`src/rtl/wb_port_arbiter.sv`:
```
// Shares the register-file write port between pipeline writeback and queued multi-cycle results.
// Optional forwarding lookup into pending results is enabled by defining WB_ARB_FWD_EN.
module wb_port_arbiter #(
    parameter int unsigned DATA_W     = 16,
    parameter int unsigned ADDR_W     = 4,
    parameter int unsigned DEPTH      = 2,
    parameter int unsigned STARVE_MAX = 4
) (
    input  logic              clk,
    input  logic              rst,
    input  logic              pipe_we,
    input  logic [ADDR_W-1:0] pipe_addr,
    input  logic [DATA_W-1:0] pipe_data,
    input  logic              mc_valid,
    input  logic [ADDR_W-1:0] mc_addr,
    input  logic [DATA_W-1:0] mc_data,
    output logic              mc_ready,
    output logic              rf_we,
    output logic [ADDR_W-1:0] rf_addr,
    output logic [DATA_W-1:0] rf_data,
    output logic              stall_req
`ifdef WB_ARB_FWD_EN
    ,
    input  logic [ADDR_W-1:0] fwd_addr,
    output logic              fwd_hit,
    output logic [DATA_W-1:0] fwd_data
`endif
);

    localparam int unsigned PTR_W = (DEPTH > 1) ? $clog2(DEPTH) : 1;
    localparam int unsigned CNT_W = $clog2(DEPTH + 1);
    localparam int unsigned SC_W  = $clog2(STARVE_MAX + 1);

    typedef enum logic [1:0] {IDLE, PEND, STALL} state_t;

    logic [DEPTH-1:0]  live_q;
    logic [ADDR_W-1:0] addr_q [DEPTH];
    logic [DATA_W-1:0] data_q [DEPTH];
    logic [PTR_W-1:0]  head_q, tail_q;
    logic [CNT_W-1:0]  count_q, count_d;
    logic [SC_W-1:0]   starve_q, starve_d;
    state_t            state_q, state_d;
    logic              accept, pop, blocked;

    assign mc_ready  = (count_q < CNT_W'(DEPTH));
    assign accept    = mc_valid & mc_ready;
    assign pop       = ~pipe_we & (count_q != '0);
    assign blocked   = pipe_we & (count_q != '0);
    assign count_d   = count_q + CNT_W'(accept) - CNT_W'(pop);
    assign stall_req = (state_q == STALL) | (mc_valid & ~mc_ready);

    // Pending-result FIFO; squash precedes accept so a same-cycle younger entry survives.
    always_ff @(posedge clk or posedge rst) begin
        if (rst) begin
            live_q  <= '0;
            head_q  <= '0;
            tail_q  <= '0;
            count_q <= '0;
            for (int unsigned i = 0; i < DEPTH; i++) begin
                addr_q[PTR_W'(i)] <= '0;
                data_q[PTR_W'(i)] <= '0;
            end
        end else begin
            count_q <= count_d;
            if (pop) begin
                live_q[head_q] <= 1'b0;
                head_q         <= head_q + PTR_W'(1);
            end
            for (int unsigned i = 0; i < DEPTH; i++) begin
                if (pipe_we && live_q[PTR_W'(i)] && (addr_q[PTR_W'(i)] == pipe_addr))
                    live_q[PTR_W'(i)] <= 1'b0;
            end
            if (accept) begin
                live_q[tail_q] <= 1'b1;
                addr_q[tail_q] <= mc_addr;
                data_q[tail_q] <= mc_data;
                tail_q         <= tail_q + PTR_W'(1);
            end
        end
    end

    // Write-port mux: pipeline first, then FIFO head (killed head still uses the slot).
    always_ff @(posedge clk or posedge rst) begin
        if (rst) begin
            rf_we   <= 1'b0;
            rf_addr <= '0;
            rf_data <= '0;
        end else if (pipe_we) begin
            rf_we   <= 1'b1;
            rf_addr <= pipe_addr;
            rf_data <= pipe_data;
        end else if (count_q != '0) begin
            rf_we   <= live_q[head_q];
            rf_addr <= addr_q[head_q];
            rf_data <= data_q[head_q];
        end else begin
            rf_we <= 1'b0;
        end
    end

    always_ff @(posedge clk or posedge rst) begin
        if (rst) begin
            state_q  <= IDLE;
            starve_q <= '0;
        end else begin
            state_q  <= state_d;
            starve_q <= starve_d;
        end
    end

    // Starvation tracking: count blocked drain cycles, force a stall on the limit.
    always_comb begin
        state_d  = state_q;
        starve_d = starve_q;
        case (state_q)
            IDLE: begin
                if (accept) state_d = PEND;
            end
            PEND: begin
                if (pop) begin
                    starve_d = '0;
                    state_d  = (count_d == '0) ? IDLE : PEND;
                end else if (blocked) begin
                    if (starve_q == SC_W'(STARVE_MAX - 1)) state_d = STALL;
                    else                                   starve_d = starve_q + SC_W'(1);
                end
            end
            STALL: begin
                if (pop) begin
                    starve_d = '0;
                    state_d  = (count_d == '0) ? IDLE : PEND;
                end
            end
            default: begin
                state_d  = IDLE;
                starve_d = '0;
            end
        endcase
    end

`ifdef WB_ARB_FWD_EN
    logic [PTR_W-1:0] fwd_idx;

    // Oldest-to-youngest scan so the youngest live match wins.
    always_comb begin
        fwd_hit  = 1'b0;
        fwd_data = '0;
        fwd_idx  = head_q;
        for (int unsigned k = 0; k < DEPTH; k++) begin
            fwd_idx = head_q + PTR_W'(k);
            if (live_q[fwd_idx] && (addr_q[fwd_idx] == fwd_addr)) begin
                fwd_hit  = 1'b1;
                fwd_data = data_q[fwd_idx];
            end
        end
    end
`endif

endmodule

```
`config.mk`:
```
export PLATFORM = sky130hd
export DESIGN_NAME = wb_port_arbiter
export DESIGN_NICKNAME = d
export VERILOG_FILES = /design/src/rtl/wb_port_arbiter.sv
export SDC_FILE = /design/constraint.sdc
export NUM_CORES = 1
export LEC_CHECK = 0
export BUFFER_PORTS_ARGS = -buffer_cell sky130_fd_sc_hd__buf_2
export CAP_MARGIN = 20
export CORE_ASPECT_RATIO = 0.5
export CORE_MARGIN = 8
export CORE_UTILIZATION = 45
export CTS_CLUSTER_DIAMETER = 200
export DETAILED_ROUTE_END_ITERATION = 8
export GPL_ROUTABILITY_DRIVEN = 0
export PLACE_DENSITY = 0.67
export SLEW_MARGIN = 15
export SYNTH_ARGS = -nofsm -noshare
export SYNTH_HDL_FRONTEND = slang
export SYNTH_SLANG_ARGS = --single-unit
```
`constraint.sdc`:
```
create_clock -name clk -period 4.2 [get_ports clk]
set_input_delay 0.42 -clock clk [delete_from_list [all_inputs] [get_ports clk]]
set_output_delay 0.42 -clock clk [all_outputs]
set_load 0.02 [all_outputs]
```
# == Word-level counts from Yosys, hierarchy flattened ==
# Cells that the tools add are included.
# word_totals
elab_cells,102
regBits,72
out_inout_bits,23
in_bits,44
# classes
n_addsub,5
magnitude_cmp,8
eq_ne,10
n_mux,40
bitwise_logic,13
reduce_logical,13
# ops
op,n
2-to-1 mux 16 bit,6
bitwise mux 32 bit,1
2-to-1 mux 4 bit,6
demux 16 bit (select 1 bit),1
2-to-1 mux 2 bit,7
2-to-1 mux 3 bit,4
2-to-1 mux 1 bit,9
"inequality test 3 bit, second input constant",3
one-hot mux 3 bit (3 select lines),1
bitwise mux 8 bit,1
== test 4 bit,2
AND reduction 4 bit,2
logical AND 1 bit,7
one-hot mux 2 bit (3 select lines),1
AND 1 bit,4
demux 4 bit (select 1 bit),1
"greater-or-equal comparator 2 bit, second input constant",2
logical NOT 2 bit,2
"< comparator 1 x 2 -> 1 bit, second input constant",2
"inequality test 2 bit, second input constant",2
NOT 1 -> 2 bit,2
nonzero test 2 bit,2
"adder 3 x 1 -> 3 bit, second input constant",1
"== test 3 x 2 -> 1 bit, second input constant",1
14 further kinds,19

# == Longest topological paths before layout ==
# logic_depth
depth_word,10
ltp_mapped,10
mapped_depth_nobuf,8

# == Least setup slack after synthesis ==
# OpenSTA, ideal clock, no wires.
# synth_path
kind,in2reg
from,input pipe_we
to,register state_q[0]
setup_time_ns,0.087
t_required_ns,4.113
path_buffers,3
t_arrival_ns,2.067
path_stages,9
path_slack_ns,2.046
path_cell_list,buf_2 > buf_2 > buf_1 > a22oi_1 > ha_1 > inv_1 > a31o_1 > o32a_1 > a211oi_2
# synth_between
elab_chain_len,7
word_cells_on_any_way,13
classes_between,1 x add/sub; 3 x eq/ne; 4 x mux; 3 x bitwise; 2 x reduce/logical
# synth_rtl
element,line,rtl
start: declaration,11,"input logic pipe_we,"
NOT 1 bit *,47,assign pop = ~pipe_we & (count_q != '0);
AND 1 bit *,47,
subtractor 2 x 1 -> 2 bit *,49,assign count_d = count_q + CNT_W'(accept) - CNT_W'(pop);
named net count_d[0],40,"logic [CNT_W-1:0] count_q, count_d;"
logical NOT 2 bit *,"122, 131",
2-to-1 mux 1 bit *,"122, 131",
2-to-1 mux 2 bit (on tied branches),"129, 120",
one-hot mux 2 bit (3 select lines) *,115,case (state_q)
end signal: assignment,106,state_q <= state_d;
end: declaration,42,"state_t state_q, state_d;"
# Mark *: on every way through the listed nets, which the timed path passes. The rest lies on a longest branch. The select of a mux whose other input is x is not followed.
# A chain may end at the register's enable or synchronous reset.

# == Worst setup path after layout ==
# Ends and elaborated chain as after synthesis.

==> qor.yml <==
die:
  coreArea_um2: 7350
  dieHeight_um: 77.6
  start_util_pct: 46.5
  io_pins: 67
  die_x_um: 139
  die_area_um2: 10800
  rows: 22
sta:
  rsz0062_at_grt: "no"
  setup_violations: 0
  maxSlewViolCount: 0
  tightest_slew_ns: 0.972
  fin_crit_ns: 2.13
  fmax_mhz: 469
  final_hold_viol_count: 0
  finalSetupTns_ns: 0
  fin_skew_ns: 0.00455
  slew_headroom_pct: 35.1
  fin_crit_sh_pct: 50.8
route:
  route.detailed.drc: 0
  first_pass_iters: 4
  drt-total-wl_mm: 7.37
  vias: 2351
  drt-initial-drc-count: 129
  wire_per_inst_um: 16.1
  post_drt_via_cell_ratio: 5.14
  antenna_left: 0
cts:
  cts_buffers: 9
  cts_hold_buf: 0
  clk_path_buf_depth: 2
  post_cts_buffers: 0
  cts_resized: 0
  cts_sinks: 72
  cts_tree: "done"
  cts_root_buffer: "clkbuf_16"
  worstSkewPairLatency_ns: 0.33
  clkSlewWorstSetupHoldPaths_ns: 0.05
  htree_num_levels: 3
critical_path:
  crit_path_start_kind: "primary input"
  cp_data_arrival_time_ns: 2.37
  r2r_setup_slack_ns: 2.13
  cpPeakStageDelay_ns: 0.63
  required_ns: 4.44
  path_max_fanout: 53
  slowest_stage: "buf_2"
  crit_family: "compound AO/OA/AOI/OAI gates"
  endpoint_kind: "register"
  reg2reg_depth: 8
  timing.rr.end: "state_q[0]"
  timing.rr.start: "count_q[1]"
  path_class: "primary input to register"
  worstPathCellList: "buf_2 -> nand3b_1 -> o21ai_0 -> a22oi_1 -> ha_1 -> inv_1 -> a31o_1 -> o32a_1 -> a211oi_2"
  critPathBufInv: 2
power:
  leakage_nw: 1.99
  power_density_nw_per_um2: 815
  seq_power_share_pct: 37.4
  power_mw: 3.34
  p_switching_mw: 1.18
  ir_drop_mv: 0.272
  p_int_mw: 2.16
  p_clk_share_pct: 23.1
  p_comb_share_pct: 39.5
  switching_share_pct: 35.3
synthesis:
  synth-seq-area-share_pct: 52.7
  ys_types: 39
  synth_top_area_cell: "dfrtp_1"
  netlist_top_cells_count: "72 x dfrtp_1, 27 x nand2_1, 22 x a21oi_1, 22 x nor2_1, 22 x o21ai_0"
  synth_fp_nets: 341
  ys_warn_count: 0
  netlist_area_um2: 3420
  synth_area_leaders: "dfrtp_1 53%, mux2_4 8.8%, mux2_2 6.6%"
  ys_ff_latch: 72
  syn_inst: 294
  ys.flop_type: "dfrtp_1"
  syn_area_per_cell_um2: 11.6
  synth-edff-count: 0
  yosys.area.top_type_share_pct: 52.7
  async_flop_share_pct: 100
  yosysMostFrequentCell: "dfrtp_1"
global_routing:
  grt_max_degree: 54
  grt_overflow: 0
  grt_pass1_wl_mm: 12.6
  track_usage_pct: 14.3
  grt_pass1_vias: 2557
  grt_antenna_before_repair: 0
place:
  dp_hpwl_mm: 5.05
  dpl.cell_count: 441
  portBuffers: 66
cells_and_area:
  diodes: 0
  n_fill_cell: 624
  multiInputGateArea_um2: 1490
  syn_to_final_growth_pct: 20.1
  final_cells: 457
  final-seq-area_um2: 1800
  nets: 403
  drive_above_1_share_pct: 36.8
run:
  drv_cap: 0
outcome:
  status: "finished clean"
hold_path:
  hold_class: "primary input to async pin"
[state kept, by name, summed over array words and instances, names as in the netlist]
signal	count
head_q	1
tail_q	1
starve_q	3
data_q	32
addr_q	8
rf_data	16
state_q	2
rf_we	1
live_q	2
count_q	2
rf_addr	4
[per-layer routing]
metal | wire, µm | global-route usage, %
met3 | 245 | 4.21
met4 | 100 | 4.67
met2 | 3470 | 23.3
met5 | 0 | 0
met1 | 3550 | 18.0
[stage by stage]
stage / hold WS (ns) / util, % / instance area (µm²) / setup WS [ns]
floorplan: 0.452 / - / 3420 / 1.96
global placement: 0.468 / 51.4 / 3780 / 1.86
detailed placement: 0.482 / 51.7 / 3800 / 1.73
CTS: 0.290 / 55.8 / 4100 / 2.07
global route: 0.303 / 55.8 / 4100 / 1.89
finish: 0.291 / 55.8 / 4100 / 2.07
[worst max-delay path by stage]
stage	depth (start not counted)	slack, ns	from	endpoint
2_1_floorplan	1	1.96	rst	addr_q[0]
3_3_place_gp	9	1.86	pipe_we	state_q[0]
3_5_place_dp	9	1.73	pipe_we	state_q[0]
4_1_cts	9	2.07	pipe_we	state_q[0]
5_1_grt	9	1.89	pipe_we	state_q[0]
6_report	9	2.07	pipe_we	state_q[0]
[placed cells by master, fill, tap and decap left out, types with 2 or more instances in the layout]
| cell type | count |
|---|---|
| inv_2 | 2 |
| nor2_1 | 21 |
| clkbuf_8 | 2 |
| nand3_1 | 4 |
| buf_2 | 66 |
| buf_4 | 2 |
| nand2_1 | 27 |
| clkbuf_16 | 9 |
| o21ai_0 | 22 |
| o21ai_1 | 5 |
| xnor2_1 | 3 |
| a21oi_1 | 22 |
| mux2i_1 | 21 |
| mux2_2 | 20 |
| mux2_4 | 20 |
| dfrtp_1 | 72 |
| inv_1 | 4 |
| xor2_1 | 8 |
| clkinv_2 | 2 |
| clkinvlp_4 | 2 |
| ha_1 | 3 |
| nor3_1 | 3 |
[power by group through the flow]
stage | Combinational (mW) | Clock [mW] | Sequential, mW
6_report | 1.32 | 0.774 | 1.25
5_1_grt | 1.47 | 0.818 | 1.30
3_3_place_gp | 1.28 | 0 | 1.24
2_1_floorplan | 0.987 | 0 | 1.29
4_1_cts | 1.34 | 0.791 | 1.25
3_5_place_dp | 1.33 | 0 | 1.26
[worst reg2reg max path, stage by stage, from the launching register on]
cell and delay, ns:
dfrtp_1 0.59, inv_2 0.09, nand2_1 0.14, a22oi_1 0.11, ha_1 0.38, inv_1 0.05
a31o_1 0.20, o32a_1 0.29, a211oi_2 0.14
[final cells by class]
cell class,count,share of cell area [%]
inverter,6,0.549
sequential,72,43.9
clock buffer,11,6.16
tap,96,2.93
multi-input combinational,198,36.3
clock inverter,5,1.34
timing repair buffer,69,8.78
[cells by family (layout without fill, tap and decap cells)]
| logic type | after synthesis | count (layout) | share of synthesized area, % |
|---|---|---|---|
| adders and majority gates | 3 | 3 | 1.10 |
| buffers and inverters | 24 | 91 | 3.88 |
| AOI/OAI and AO/OA | 59 | 59 | 9.74 |
| xor gates and xnor gates | 11 | 11 | 2.82 |
| DFF | 72 | 72 | 52.7 |
| and+or+nand+nor | 64 | 64 | 8.24 |
| muxes | 61 | 61 | 21.5 |
Power figures use the tool's default switching activity.
